`src/rtl/uart_cmd_responder.sv`:
```
// uart_cmd_responder: host-side debug/loader command engine.
// Decodes WRITE/READ/HALT/RUN command bytes from the UART receiver, runs
// single-byte transactions on the system bus, and returns read data via
// the UART transmitter. Optional build macro UART_CMD_ACK_EN makes WRITE,
// HALT and RUN echo their opcode back as an acknowledge byte.
module uart_cmd_responder #(
    parameter int TIMEOUT_CYCLES = 1048576,
    parameter int TIMEOUT_W      = 21
) (
    input  logic        clk,
    input  logic        rst,
    input  logic        rx_valid,
    input  logic [7:0]  rx_data,
    output logic        tx_start,
    output logic [7:0]  tx_data,
    input  logic        tx_active,
    input  logic        tx_done,
    output logic        bus_req,
    output logic        bus_we,
    output logic [15:0] bus_addr,
    output logic [7:0]  bus_wdata,
    input  logic        bus_ack,
    input  logic [7:0]  bus_rdata,
    output logic        cpu_halt,
    output logic        err_overrun,
    output logic        err_timeout
);

    typedef enum logic [2:0] {
        IDLE,
        GET_AH,
        GET_AL,
        GET_D,
        BUS,
        TX_GO,
        TX_WAIT
    } state_t;

    localparam logic [7:0] OP_WRITE    = 8'h02;
    localparam logic [7:0] OP_READ     = 8'h03;
    localparam logic [7:0] OP_HALT     = 8'h06;
    localparam logic [7:0] OP_RUN      = 8'h07;
    // Byte returned for a READ issued while the CPU still owns the bus.
    localparam logic [7:0] GATED_RDATA = 8'hFF;
    localparam logic [TIMEOUT_W-1:0] TO_LAST = TIMEOUT_W'(TIMEOUT_CYCLES - 1);

    state_t               state_q;
    state_t               state_d;
    logic                 cmd_we_q;
    logic [15:0]          addr_q;
    logic [7:0]           wdata_q;
    logic [7:0]           tx_data_q;
    logic                 halt_q;
    logic                 ovr_q;
    logic                 to_q;
    logic [TIMEOUT_W-1:0] to_cnt_q;

    logic                 ld_op;
    logic                 ld_ah;
    logic                 ld_al;
    logic                 ld_d;
    logic                 ld_tx;
    logic [7:0]           tx_val;
    logic                 halt_set;
    logic                 halt_clr;
    logic                 ovr_set;
    logic                 to_set;
    logic                 tx_start_c;
    logic                 in_get;
    logic                 expire;

    // The inter-byte timer only runs while a command is partially received.
    assign in_get = (state_q == GET_AH) || (state_q == GET_AL) || (state_q == GET_D);
    // Last idle cycle allowed; a byte arriving in this same cycle still wins.
    assign expire = (to_cnt_q == TO_LAST);

    // Next-state and datapath load decisions.
    always_comb begin
        state_d    = state_q;
        ld_op      = 1'b0;
        ld_ah      = 1'b0;
        ld_al      = 1'b0;
        ld_d       = 1'b0;
        ld_tx      = 1'b0;
        tx_val     = 8'h00;
        halt_set   = 1'b0;
        halt_clr   = 1'b0;
        ovr_set    = 1'b0;
        to_set     = 1'b0;
        tx_start_c = 1'b0;

        case (state_q)
            IDLE: begin
                if (rx_valid) begin
                    case (rx_data)
                        OP_WRITE, OP_READ: begin
                            ld_op   = 1'b1;
                            state_d = GET_AH;
                        end
                        OP_HALT: begin
                            halt_set = 1'b1;
`ifdef UART_CMD_ACK_EN
                            ld_tx    = 1'b1;
                            tx_val   = OP_HALT;
                            state_d  = TX_GO;
`endif
                        end
                        OP_RUN: begin
                            halt_clr = 1'b1;
`ifdef UART_CMD_ACK_EN
                            ld_tx    = 1'b1;
                            tx_val   = OP_RUN;
                            state_d  = TX_GO;
`endif
                        end
                        default: state_d = IDLE;
                    endcase
                end
            end

            GET_AH: begin
                if (rx_valid) begin
                    ld_ah   = 1'b1;
                    state_d = GET_AL;
                end else if (expire) begin
                    to_set  = 1'b1;
                    state_d = IDLE;
                end
            end

            GET_AL: begin
                if (rx_valid) begin
                    ld_al = 1'b1;
                    if (cmd_we_q) begin
                        state_d = GET_D;
                    end else if (halt_q) begin
                        state_d = BUS;
                    end else begin
                        // CPU owns the bus: answer without touching it.
                        ld_tx   = 1'b1;
                        tx_val  = GATED_RDATA;
                        state_d = TX_GO;
                    end
                end else if (expire) begin
                    to_set  = 1'b1;
                    state_d = IDLE;
                end
            end

            GET_D: begin
                if (rx_valid) begin
                    ld_d = 1'b1;
                    if (halt_q) begin
                        state_d = BUS;
                    end else begin
`ifdef UART_CMD_ACK_EN
                        ld_tx   = 1'b1;
                        tx_val  = OP_WRITE;
                        state_d = TX_GO;
`else
                        state_d = IDLE;
`endif
                    end
                end else if (expire) begin
                    to_set  = 1'b1;
                    state_d = IDLE;
                end
            end

            BUS: begin
                ovr_set = rx_valid;
                if (bus_ack) begin
                    if (cmd_we_q) begin
`ifdef UART_CMD_ACK_EN
                        ld_tx   = 1'b1;
                        tx_val  = OP_WRITE;
                        state_d = TX_GO;
`else
                        state_d = IDLE;
`endif
                    end else begin
                        ld_tx   = 1'b1;
                        tx_val  = bus_rdata;
                        state_d = TX_GO;
                    end
                end
            end

            TX_GO: begin
                ovr_set = rx_valid;
                if (!tx_active) begin
                    tx_start_c = 1'b1;
                    state_d    = TX_WAIT;
                end
            end

            TX_WAIT: begin
                ovr_set = rx_valid;
                if (tx_done) begin
                    state_d = IDLE;
                end
            end

            default: state_d = IDLE;
        endcase
    end

    // State register.
    always_ff @(posedge clk) begin
        if (!rst) begin
            state_q <= IDLE;
        end else begin
            state_q <= state_d;
        end
    end

    // Inter-byte idle counter; cleared by any received byte or outside GET states.
    always_ff @(posedge clk) begin
        if (!rst) begin
            to_cnt_q <= '0;
        end else if (rx_valid || !in_get || expire) begin
            to_cnt_q <= '0;
        end else begin
            to_cnt_q <= to_cnt_q + 1'b1;
        end
    end

    // Command fields and transmit byte; these drive outputs so they clear on reset.
    always_ff @(posedge clk) begin
        if (!rst) begin
            cmd_we_q  <= 1'b0;
            addr_q    <= 16'h0000;
            wdata_q   <= 8'h00;
            tx_data_q <= 8'h00;
        end else begin
            if (ld_op) cmd_we_q       <= (rx_data == OP_WRITE);
            if (ld_ah) addr_q[15:8]   <= rx_data;
            if (ld_al) addr_q[7:0]    <= rx_data;
            if (ld_d)  wdata_q        <= rx_data;
            if (ld_tx) tx_data_q      <= tx_val;
        end
    end

    // CPU hold flag and sticky error flags.
    always_ff @(posedge clk) begin
        if (!rst) begin
            halt_q <= 1'b0;
            ovr_q  <= 1'b0;
            to_q   <= 1'b0;
        end else begin
            if (halt_set)      halt_q <= 1'b1;
            else if (halt_clr) halt_q <= 1'b0;
            if (ovr_set)       ovr_q  <= 1'b1;
            if (to_set)        to_q   <= 1'b1;
        end
    end

    assign bus_req     = (state_q == BUS);
    assign bus_we      = cmd_we_q;
    assign bus_addr    = addr_q;
    assign bus_wdata   = wdata_q;
    assign tx_start    = tx_start_c;
    assign tx_data     = tx_data_q;
    assign cpu_halt    = halt_q;
    assign err_overrun = ovr_q;
    assign err_timeout = to_q;

endmodule

```
`config.mk`:
```
export PLATFORM = sky130hd
export DESIGN_NAME = uart_cmd_responder
export DESIGN_NICKNAME = d
export VERILOG_FILES = /design/src/rtl/uart_cmd_responder.sv
export SDC_FILE = /design/constraint.sdc
export NUM_CORES = 1
export LEC_CHECK = 0
export ABC_AREA = 1
export CAP_MARGIN = 0
export CELL_PAD_IN_SITES_DETAIL_PLACEMENT = 1
export CELL_PAD_IN_SITES_GLOBAL_PLACEMENT = 1
export CORE_ASPECT_RATIO = 0.5
export CORE_MARGIN = 3
export CORE_UTILIZATION = 39
export CTS_CLUSTER_SIZE = 40
export DETAILED_ROUTE_END_ITERATION = 16
export PLACE_DENSITY = 0.95
export SLEW_MARGIN = 20
export SYNTH_ARGS = -nofsm -noshare
export SYNTH_HDL_FRONTEND = slang
export SYNTH_SLANG_ARGS = --single-unit
```
`constraint.sdc`:
```
create_clock -name clk -period 3.1 [get_ports clk]
set_input_delay 0.775 -clock clk [delete_from_list [all_inputs] [get_ports clk]]
set_output_delay 0.775 -clock clk [all_outputs]
set_load 0.05 [all_outputs]
```
# Word-level counts from Yosys, hierarchy flattened
# Cells that the tools add are included.
# classes
addsub,1
eq_ne,16
mux,47
n_bitwise,1
n_reduce_logical,13
# ops
cell,count
$mux W8,5
$mux W3,11
$mux W1,27
$add A21 B1 Y21 const B,1
$eq A21 B20 Y1 const B,1
$pmux W3 S7,1
$eq A8 B2 Y1 const B,2
$eq A8 B3 Y1 const B,2
$pmux W8 S2,1
$eq A3 B3 Y1 const B,3
$ne A2 B2 Y1 const B,4
$eq A3 B2 Y1 const B,2
$pmux W3 S2,1
$reduce_or A2 Y1,3
$reduce_or A3 Y1,2
$reduce_and A5 Y1,1
$logic_or A1 B1 Y1,4
$eq A3 B1 Y1 const B,1
$logic_not A3 Y1,1
$ne A2 B1 Y1 const B,1
$pmux W1 S2,1
$reduce_bool A2 Y1,1
$logic_not A1 Y1,1
$not A1 Y1,1
# totals
register_bits,60

# Logic depth before layout (Yosys ltp)
# logic_depth
depth_word,7
mapped_depth,11
mapped_depth_nobuf,11

# Worst setup path after synthesis
# No wires, ideal clock.
# synth_timing
path_type,input -> output
start,in tx_active
end,out tx_start
arrival_ns,1.429
path_slack_ns,0.896
stages,1
cell_sequence,nor2_1
# synth_via
elab_chain_cells,2
# synth_rtl
item,line_no,text
"start, declared",16,"input logic tx_active,"
$mux W1,191,if (!tx_active) begin
$mux W1,92,case (state_q)
"end, declared",14,"output logic tx_start,"
# Every way passes these cells.

# Final worst setup path
# layout_timing
start,reg state_q[1]
end,out bus_req
# layout_via
elab_chain_cells,1
# layout_rtl
item,line_no,text
"start, declared",47,state_t state_q;
"start signal, assigned",213,state_q <= state_d;
$eq A3 B3 Y1,258,assign bus_req = (state_q == BUS);
"end, declared",18,"output logic bus_req,"
# Every way passes these cells.

==> metrics.cfg <==
[finish]
stdcell_count=513
antenna_cells=0
fill_cells=781
num-nets-final=443
regArea_sq_um=1200
drive_above_1_share=0.0965
multiInputGateArea_sq_um=1230
area_growth_pct=35.0

[place]
hpwl_um=5720
dp.cells=497
dpl_worst_slack_ps=680
gp_congestion=0.871
io_buffers=59

[timing]
layout_setup_ws_ps=282
slew_violations=0
finalCritPeriodShare=0.909
fin_crit_ps=2820
rsz0062_at_grt=false
hold_viol=0
slew_headroom=0.536
fin_skew_ps=4.63
tns_ps=0
finalSetupViolCount=0
max_freq_mhz=355
worstMarginPinSlew_ps=695

[critical_path]
start_kind=flip-flop
crit_type=reg -> out
cp_cell_sequence=nor2_2, nand2_2, inv_1, clkdlybuf4s50_1
worst_setup_path_end_kind=output port
required_ps=2320
crit_fanout=10
slowest_delay_ps=820
cp.arrival_ps=2040
slowest_stage=clkdlybuf4s50_1

[routing]
drtAntennaViolNets=0
drtIter0Drc=127
drt_drc_violations_left=0
wl_per_cell_um=16.8
viasPerCell=5.25
first_pass_iters=4
finalWirelength_um=8630
vias=2693

[synth]
yosys.cell_types.count=39
ys_seq_area_frac=0.447
yosys.area.top_type=dfxtp_1
synth_top_family_by_area=simple AND/OR/NAND/NOR gates
ys_warn_count=0
yosys_most_used_dff=dfxtp_1
async_reset_ff_frac=0
synth_mux_area_frac=0
synth_fa_ha_area_frac=0.00465
synthTopCellsByArea=dfxtp_1 (45%), nand2_1 (8.7%), inv_1 (6.4%)
synth_xor_area_frac=0.0228
ys_ff_latch=60
synth_cells=357
yosys.area_share.simple=0.269
yosysTopAreaCellShare=0.447
synth_enable_flop_cells=0
synth_compound_area_frac=0.161
postSynthAreaPerCell_sq_um=7.54
syn_nets=380
netlist_area_sq_um=2690

[cts]
cts_tree=built
cts_buffer_depth=2
root_buffer=clkbuf_16
insertion_delay_ps=340
post_cts_buffers=0
cts_resized=0
holdBufCountCts=0
cts_sinks=60
htree_levels=3
path_clk_slew_ps=50
cts_made_buffers=9

[pwr]
p_per_area_nw_per_um2=498
peakVddDrop_mv=0.295
leakagePower_uw=0.00141

[die]
die_y_um=64.7
rows=20
initial_utilization=0.423
die_area_sq_um=7990
dieWidth_um=123
ioPinCount=60
core_sq_um=6360

[global_route]
grt_pass1_vias=2935
grtUsageTotal=0.232
overflow=0
grt_start_max_net_pins=23
antenna_found_initial=0
grt_pass1_wl_um=14100

[min_path]
holdCritPathClass=reg -> reg

[status]
status=finished, final reports clean

[job]
maxCapViolations=0

area by class of cell:
cell class,count,share of cell area
Sequential cell,60,0.331
Clock inverter,5,0.0145
Tap cell,88,0.0303
Inverter,52,0.0551
Timing Repair Buffer,61,0.166
Clock buffer,11,0.0641
Multi-Input combinational cell,236,0.339
layer usage:
metal / GRT usage / vias up / routed length [um]
li1: - / 1291 / -
met1: 0.251 / 1308 / 3810
met2: 0.403 / 63 / 4210
met3: 0.0828 / 31 / 318
met4: 0.116 / 0 / 291
met5: 0 / - / 0
metrics by stage:
stage | instance area (sq um) | hold WS [ps] | util | power (uW)
finish | 3630 | 459 | 0.571 | 1810
global route | 3630 | 484 | 0.571 | 1860
CTS | 3630 | 456 | 0.571 | 1820
detailed placement | 3350 | 448 | 0.526 | 852
global placement | 3350 | 438 | 0.526 | 851
floorplan | 2690 | 423 | - | 811
sequential cells by signal (all words and copies together), names as in the netlist:
register,cells
to_cnt_q,21
tx_data,8
err_overrun,1
bus_addr,16
cpu_halt,1
bus_wdata,8
bus_we,1
err_timeout,1
state_q,3
synthesized netlist by cell type (3+ instances only):
cell	instances
a211oi_1	11
a21oi_1	34
clkbuf_1	3
dfxtp_1	60
inv_1	46
nand2_1	62
nand2_2	3
nand3_1	17
nand4_1	5
nor2_1	37
nor2_2	5
nor2_4	3
nor3_1	13
o21ai_0	22
xor2_1	5
where the power goes:
part | total, uW | switching (uW) | leakage (uW) | internal [uW]
registers | 773 | 0.320 | 0.000483 | 772
clock network | 968 | 351 | 0.000139 | 617
logic | 67.1 | 37.6 | 0.000784 | 29.5
total | 1810 | 389 | 0.00141 | 1420
cell usage in the layout, fill, tap and decap left out, types with 2 or more instances in the layout:
cell             count
nand4_1              5
nor2_1              37
clkbuf_16            9
clkbuf_1             2
o21ai_0             22
o21a_1               2
nor2_4               3
buf_4                3
dfxtp_1             60
xor2_1               5
or2_0                2
a21oi_1             34
clkinv_2             5
nand2_1             62
xnor2_1              2
nand2_2              3
nand3_1             17
a211oi_1            11
inv_1               46
clkdlybuf4s50_1     58
nor2_2               5
nor3_1              13
inv_2                2
path summary, 6_finish.rpt:
path | from | endpoint | slack (ps) | cells past startpoint
max | state_q[1] | bus_req | 280 | 4
min | to_cnt_q[20] | to_cnt_q[20] | 460 | 2
max reg2reg | state_q[2] | state_q[1] | 1240 | 9
min reg2reg | to_cnt_q[20] | to_cnt_q[20] | 460 | 2
logic make-up (layout without fill, tap and decap cells):
| kind of cell | after synthesis | count (layout) |
|---|---|---|
| AOI/OAI and AO/OA | 74 | 74 |
| xor gates and xnor gates | 7 | 7 |
| adders and majority gates | 1 | 1 |
| buffers and inverters | 61 | 129 |
| DFF | 60 | 60 |
| and+or+nand+nor | 154 | 154 |
worst max-delay path, delay by kind of cell (launching register included):
family	cells	cell delay (ps)
and+or+nand+nor	2	360
DFF	1	390
buffers and inverters	2	950
(Power assumes the default switching activity.)
